**config.mk**
```make
export PLATFORM = sky130hd
export DESIGN_NAME = regfile_writeback
export DESIGN_NICKNAME = d
export VERILOG_FILES = /design/src/rtl/wb_pkg.sv /design/src/rtl/wb_fifo.sv /design/src/rtl/regfile_writeback.sv
export SDC_FILE = /design/constraint.sdc
export NUM_CORES = 1
export LEC_CHECK = 0
export CORE_AREA = 2 2 188 283
export CTS_CLUSTER_DIAMETER = 120
export DETAILED_ROUTE_END_ITERATION = 8
export DIE_AREA = 0 0 190 285
export GPL_TIMING_DRIVEN = 0
export PLACE_DENSITY = 0.68
export SKIP_LAST_GASP = 1
export SLEW_MARGIN = 20
export SYNTH_ARGS = -nofsm -noshare
export SYNTH_HDL_FRONTEND = slang
export SYNTH_HIERARCHICAL = 1
export SYNTH_SLANG_ARGS = --single-unit
```
**constraint.sdc**
```tcl
create_clock -name clk -period 3.2 [get_ports clk]
set_input_delay 0.48 -clock clk [delete_from_list [all_inputs] [get_ports clk]]
set_output_delay 0.48 -clock clk [all_outputs]
set_load 0.01 [all_outputs]
```
**src/rtl/wb_pkg.sv**
```systemverilog
// wb_pkg: shared widths, x0 constant and the queued write-back entry type.
package wb_pkg;
    localparam int DATA_W = 64;
    localparam int REG_ADDR_W = 5;
    localparam logic [REG_ADDR_W-1:0] X0 = '0;
    typedef struct packed {
        logic [REG_ADDR_W-1:0] rd;
        logic [DATA_W-1:0]     data;
    } wb_entry_t;
endpackage

```
**src/rtl/wb_fifo.sv**
```systemverilog
// wb_fifo: load-result FIFO; exposes all entries oldest-first for forwarding.
module wb_fifo #(
    parameter int DEPTH = 4,
    localparam int PW = $clog2(DEPTH),
    localparam int CW = PW + 1
) (
    input  logic              clk,
    input  logic              rst,
    input  logic              push,
    input  wb_pkg::wb_entry_t pushEntry,
    input  logic              pop,
    output wb_pkg::wb_entry_t popEntry,
    output logic              full,
    output logic              empty,
    output logic [CW-1:0]     count,
    output wb_pkg::wb_entry_t entries [DEPTH],
    output logic [DEPTH-1:0]  entryValid
);
    import wb_pkg::*;
    wb_entry_t mem [DEPTH];
    logic [PW-1:0] wrPtr, rdPtr;
    logic doPush, doPop;
    assign full = count == CW'(DEPTH);
    assign empty = count == '0;
    assign doPush = push && !full;
    assign doPop = pop && !empty;
    assign popEntry = mem[rdPtr];
    always_ff @(posedge clk) begin
        if (doPush) mem[wrPtr] <= pushEntry;
    end
    always_ff @(posedge clk) begin
        if (!rst) begin
            wrPtr <= '0;
            rdPtr <= '0;
            count <= '0;
        end else begin
            if (doPush) wrPtr <= wrPtr + PW'(1);
            if (doPop) rdPtr <= rdPtr + PW'(1);
            count <= count + CW'(doPush) - CW'(doPop);
        end
    end
    // index 0 is the head, so higher indices are younger
    always_comb begin
        for (int i = 0; i < DEPTH; i++) begin
            entries[i] = mem[rdPtr + PW'(i)];
            entryValid[i] = CW'(i) < count;
        end
    end
endmodule

```
**src/rtl/regfile_writeback.sv**
```systemverilog
// regfile_writeback: ALU/load write-port arbiter with load scoreboard; forwarding via REGFILE_WB_FWD_EN.
module regfile_writeback #(
    parameter int DATA_W = 64,
    parameter int DEPTH = 4
) (
    input  logic                     clk,
    input  logic                     rst,
    input  logic                     alu_valid,
    input  logic [4:0]               alu_rd,
    input  logic [DATA_W-1:0]        alu_data,
    input  logic                     ld_valid,
    output logic                     ld_ready,
    input  logic [4:0]               ld_rd,
    input  logic [DATA_W-1:0]        ld_data,
    input  logic                     pend_set,
    input  logic [4:0]               pend_rd,
    input  logic [4:0]               chk_rs1,
    input  logic [4:0]               chk_rs2,
    output logic                     hazard1,
    output logic                     hazard2,
    output logic                     fwd1_valid,
    output logic                     fwd2_valid,
    output logic [DATA_W-1:0]        fwd1_data,
    output logic [DATA_W-1:0]        fwd2_data,
    output logic                     RegWrite,
    output logic [4:0]               WriteReg,
    output logic [DATA_W-1:0]        WriteData,
    output logic [$clog2(DEPTH):0]   occupancy
);
    import wb_pkg::*;
    wb_entry_t head;
    logic full, empty, push, pop, aluWins;
    logic [31:0] busy, busyNext;
    assign ld_ready = rst && !full;
    assign aluWins = alu_valid && alu_rd != X0;
    assign push = ld_valid && ld_ready && ld_rd != X0;
    assign pop = !aluWins && !empty;
`ifdef REGFILE_WB_FWD_EN
    wb_entry_t entries [DEPTH];
    logic [DEPTH-1:0] entryValid;
`endif
    wb_fifo #(.DEPTH(DEPTH)) fifo (
        .clk(clk),
        .rst(rst),
        .push(push),
        .pushEntry('{rd: ld_rd, data: ld_data}),
        .pop(pop),
        .popEntry(head),
        .full(full),
        .empty(empty),
        .count(occupancy),
`ifdef REGFILE_WB_FWD_EN
        .entries(entries),
        .entryValid(entryValid)
`else
        .entries(),
        .entryValid()
`endif
    );
    // a set in the same cycle as a clear wins; x0 never becomes busy
    assign busyNext = ((busy & ~(pop ? 32'b1 << head.rd : 32'b0))
                      | (pend_set ? 32'b1 << pend_rd : 32'b0)) & ~32'b1;
    always_ff @(posedge clk) begin
        if (!rst) begin
            RegWrite <= 1'b0;
            WriteReg <= X0;
            WriteData <= '0;
            busy <= '0;
        end else begin
            RegWrite <= aluWins || pop;
            WriteReg <= aluWins ? alu_rd : pop ? head.rd : X0;
            WriteData <= aluWins ? alu_data : pop ? head.data : '0;
            busy <= busyNext;
        end
    end
    assign hazard1 = busy[chk_rs1];
    assign hazard2 = busy[chk_rs2];
`ifdef REGFILE_WB_FWD_EN
    always_comb begin
        fwd1_valid = RegWrite && chk_rs1 != X0 && WriteReg == chk_rs1;
        fwd2_valid = RegWrite && chk_rs2 != X0 && WriteReg == chk_rs2;
        fwd1_data = fwd1_valid ? WriteData : '0;
        fwd2_data = fwd2_valid ? WriteData : '0;
        for (int i = 0; i < DEPTH; i++) begin
            if (entryValid[i] && chk_rs1 != X0 && entries[i].rd == chk_rs1) begin
                fwd1_valid = 1'b1;
                fwd1_data = entries[i].data;
            end
            if (entryValid[i] && chk_rs2 != X0 && entries[i].rd == chk_rs2) begin
                fwd2_valid = 1'b1;
                fwd2_data = entries[i].data;
            end
        end
    end
`else
    assign fwd1_valid = 1'b0;
    assign fwd2_valid = 1'b0;
    assign fwd1_data = '0;
    assign fwd2_data = '0;
`endif
endmodule

```
; After elaboration in Yosys (flattened, before gate mapping)
; Memory sizes are Yosys's and may differ from the RTL's. A register that Yosys moved wholly into a read port is not among the register bits.
; Index checks and enable logic that the tools add are counted.
[op_classes]
mul = 0
n_bitwise = 3
addsub = 4
n_lt_le_gt_ge = 2
n_shift = 2
n_eq_ne = 1
div_mod_pow = 0
mux = 14
n_reduce_logical = 14
[ops]
columns = cell, count
row1 = two-way mux 64 bit, 2
row2 = two-way mux 32 bit, 2
row3 = "<< shifter 1 x 5 -> 32 bit, first input constant", 2
row4 = bitwise AND 32 bit, 1
row5 = NOT 32 bit, 1
row6 = bitwise OR 32 bit, 1
row7 = "< comparator 5 x 6 -> 1 bit, second input constant", 2
row8 = binary-select mux 1 bit (select 5 bit), 2
row9 = two-way mux 5 bit, 2
row10 = nonzero test 5 bit, 2
row11 = logical AND 1 bit, 7
row12 = "adder 2 x 1 -> 2 bit, second input constant", 2
row13 = two-way mux 1 bit, 4
row14 = two-way mux 2 bit, 2
row15 = adder 3 x 1 -> 3 bit, 1
row16 = "equality test 3 bit, second input constant", 1
row17 = logical NOT 1 bit, 3
row18 = logical NOT 3 bit, 1
row19 = subtractor 3 x 1 -> 3 bit, 1
row20 = logical OR 1 bit, 1
[word_totals]
output_inout_bits = 206
latchBits = 0
ff_bits = 109
inputBits = 158
mem_count = 1
ram_bits = 276
romBits = 0
[mem_list]
columns = memory, words, word_bits, rd, rd_clocked_by_memory_dff, wr, line
row1 = fifo.mem, 4, 69, 1, 1, 1, wb_fifo.sv:20  ; wb_entry_t mem [DEPTH];

; Longest topological paths before layout
[depth]
depth_word = 8
mapped_depth = 14
ltp_nobuf = 12

; Modules after synthesis
; Netlist, hierarchy kept.
[modules_own_cells]
columns = module, seq_area_each_um2, area_per_inst_um2, instances, cells_per_inst
row1 = wb_fifo, 8468.1, 16019.1, 1, 741
row2 = regfile_writeback, 2021.9, 5487.8, 1, 674

; Least setup slack after synthesis
; OpenSTA, ideal clock, no wires.
[synth_timing]
path_type = input -> register
startpoint = input rst
endpoint = memory fifo/mem[2][10] in the netlist's numbering, enable pin
t_required_ps = 2765
setup_slack_ps = -427
path_buffers = 2
stages = 8
arrival_time_ps = 3192
setup_time_ps = 435
path_cell_list = clkbuf_1 inv_2 nor2_1 nand2_1 a21oi_1 nor2b_1 clkbuf_1 and2_1
[synth_via]
elab_chain_cells = 6
[synth_lines]
columns = item, line
row1 = from (decl), regfile_writeback.sv:7  ; input logic rst,
row2 = logical AND 1 bit, regfile_writeback.sv:34  ; assign ld_ready = rst && !full;
row3 = named net ld_ready, regfile_writeback.sv:12  ; output logic ld_ready,
row4 = logical AND 1 bit (2 in a row), regfile_writeback.sv:36  ; assign push = ld_valid && ld_ready && ld_rd != X0;
row5 = named net push, regfile_writeback.sv:32  ; logic full, empty, push, pop, aluWins;
row6 = logical AND 1 bit, wb_fifo.sv:25  ; assign doPush = push && !full;
row7 = two-way mux 1 bit, wb_fifo.sv:29  ; if (doPush) mem[wrPtr] <= pushEntry;
row8 = two-way mux 1 bit (implied by the code), wb_fifo.sv:29
row9 = to (decl), wb_fifo.sv:20
; The timed path passes the listed nets, and every way through them passes these cells.

==> out/results.ini <==
[timing]
finalCritPeriodShare_pct = 95.3
hold_viol_final = 0
rsz0062_at_grt = no
fmax_ghz = 0.328
slew_violations = 0
slew_headroom_pct = 26.4
tns_ps = 0
period_minus_slack_ps = 3050
setup-violations-final = 0
tightest_slew_ps = 1100
fin_skew_ps = 13.8

[cells_and_area]
layout.nets = 1731
seq_area_mm2 = 0.0105
layout_commonest_cell = edfxtp_1
area_growth_pct = 30.7
fillers = 4740
final_util_pct = 41.6
multiInputGateArea_mm2 = 0.00461
drive_gt1_share_pct = 24.3
layout_common_cells = 276 x edfxtp_1, 228 x clkdlybuf4s50_1, 210 x buf_4, 130 x conb_1, 110 x dfxtp_1

[clock_network]
cts_resized = 5
clk_path_buf_depth = 3
cts_tree = built
post-cts-setup-buffers = 0
worstSkewPairLatency_ps = 540
cts.clk_slew.worst_paths_ps = 60
cts.sinks = 386
cts_made_buffers = 38
cts-htree-levels = 2
ctsRootBufferMaster = clkbuf_16
cts-hold-fix-buffers = 0

[global_routing]
grt_pass1_vias = 10400
grt-ovfl-total = 0
grt_max_degree = 42
grt_antenna_before_repair = 7
grt_pass1_wl_um = 62000
grtUsageTotal_pct = 15.2

[floorplan]
dieHeight_um = 285
ioPinCount = 364
dieArea_mm2 = 0.0542
initial_core_util_pct = 31.8
row_count = 103
fp.dieW_um = 190
core-area_mm2 = 0.0519

[worst_setup_path]
cpPeakStageDelay_ps = 420
r2r.worst_path.cells = 9
worstPathRequired_ps = 3600
rrSetupSlack_ps = 150
path_common_cell = buf_2
r2r-end = busy[29]
critPathBufInv = 4
crit_path_start_kind = flop
worstPathCellList = buf_2 -> buf_2 -> clkbuf_4 -> mux4_2 -> buf_4 -> nor2b_1 -> nand2_1 -> o41ai_1 -> a21oi_1
critPathSlowestCell = o41ai_1
path_delay_family = buffers and inverters
worstSetupEndpointType = flop
path_max_fanout = 10
path_class = flop to flop
cp.arrival_ps = 3440

[pwr]
powerDensity_mw_per_mm2 = 629
irDropWorstVdd_mv = 0.407
p_leak_uw = 0.00779

[yosys]
ys_warn_count = 6
syn_area_per_cell_um2 = 14.2
syn_inst = 1163
synthesis.area_mm2 = 0.0165

[hold_path]
hold_depth = 3
hp-class = input port to flop
hp-start = rst
whs_endpoint = fifo/wrPtr[1]

[detailed_routing]
vias = 10300
via_per_inst = 4.51
firstDrtPassIters = 5
drc = 0
drt_iter0_markers = 644
drt-wirelength-per-cell_um = 18.6
drt_wl_total_um = 42400
detail-route-antenna-nets = 0

[place]
dp_hpwl_um = 30600
place.gp.congestion = 0.876
numPortBuffers = 228

[status]
status = completed

[run]
maxCapViolCount = 0

[how the worst max path moves through the flow]
| stage | start | to | cells past startpoint |
|---|---|---|---|
| global placement | alu_rd[2] | fifo/count[2] | 12 |
| floorplan | alu_rd[2] | fifo/count[2] | 11 |
| CTS | chk_rs2[2] | hazard2 | 7 |
| finish | flop | busy[29] | 9 |
| global route | flop | busy[28] | 9 |
| detailed placement | alu_rd[2] | fifo/count[1] | 11 |
[where the power goes]
| group | total [µW] | switching, µW | internal [µW] |
|---|---|---|---|
| Combinational | 3110 | 1610 | 1500 |
| Sequential | 5780 | 94.0 | 5690 |
| Clock | 4680 | 1930 | 2750 |
[tightest hold or removal path, cell delays in order]
cell and delay (ps):
clkbuf_1 190, nand2_1 120, mux2i_1 60
[sequential cells by signal, indices dropped and copies added, names as in the netlist, named ones only]
register,flops
fifo/mem,276
WriteData,64
busy,31
WriteReg,5
fifo/count,3
fifo/rdPtr,2
fifo/wrPtr,2
RegWrite,1
[layer usage]
| metal | track usage, % | share of wire [%] | vias to the layer above |
|---|---|---|---|
| met1 | 16.6 | 37 | 4968 |
| met5 | 0 | 0.13 | - |
| li1 | - | - | 4814 |
| met4 | 5.99 | 3.2 | 8 |
| met3 | 2.79 | 6.3 | 73 |
| met2 | 28.7 | 53 | 417 |
[per-stage QoR]
step                setup slack [ps]  power (µW)  cell area, µm²  hold slack [ps]  instances
global placement               -1090        8970           20100              463       2202
global route                    39.7       14100           21600              401       2279
detailed placement              -937        9020           20300              476       2208
CTS                             21.0       13700           21600              341       2277
floorplan                        268        7810           17000              454       1292
finish                           152       13600           21600              376       2279
[layout make-up]
class,instances,share of cell area [%]
flip-flops and latches,386,48.6
multi-input cells,626,21.3
repair buffers,234,11.1
plain buffers,268,8.70
clock buffers,53,5.10
well taps,682,3.95
clock inverters,17,0.939
inverters,11,0.191
diodes,2,0.0232
Power figures use the tool's default switching activity.
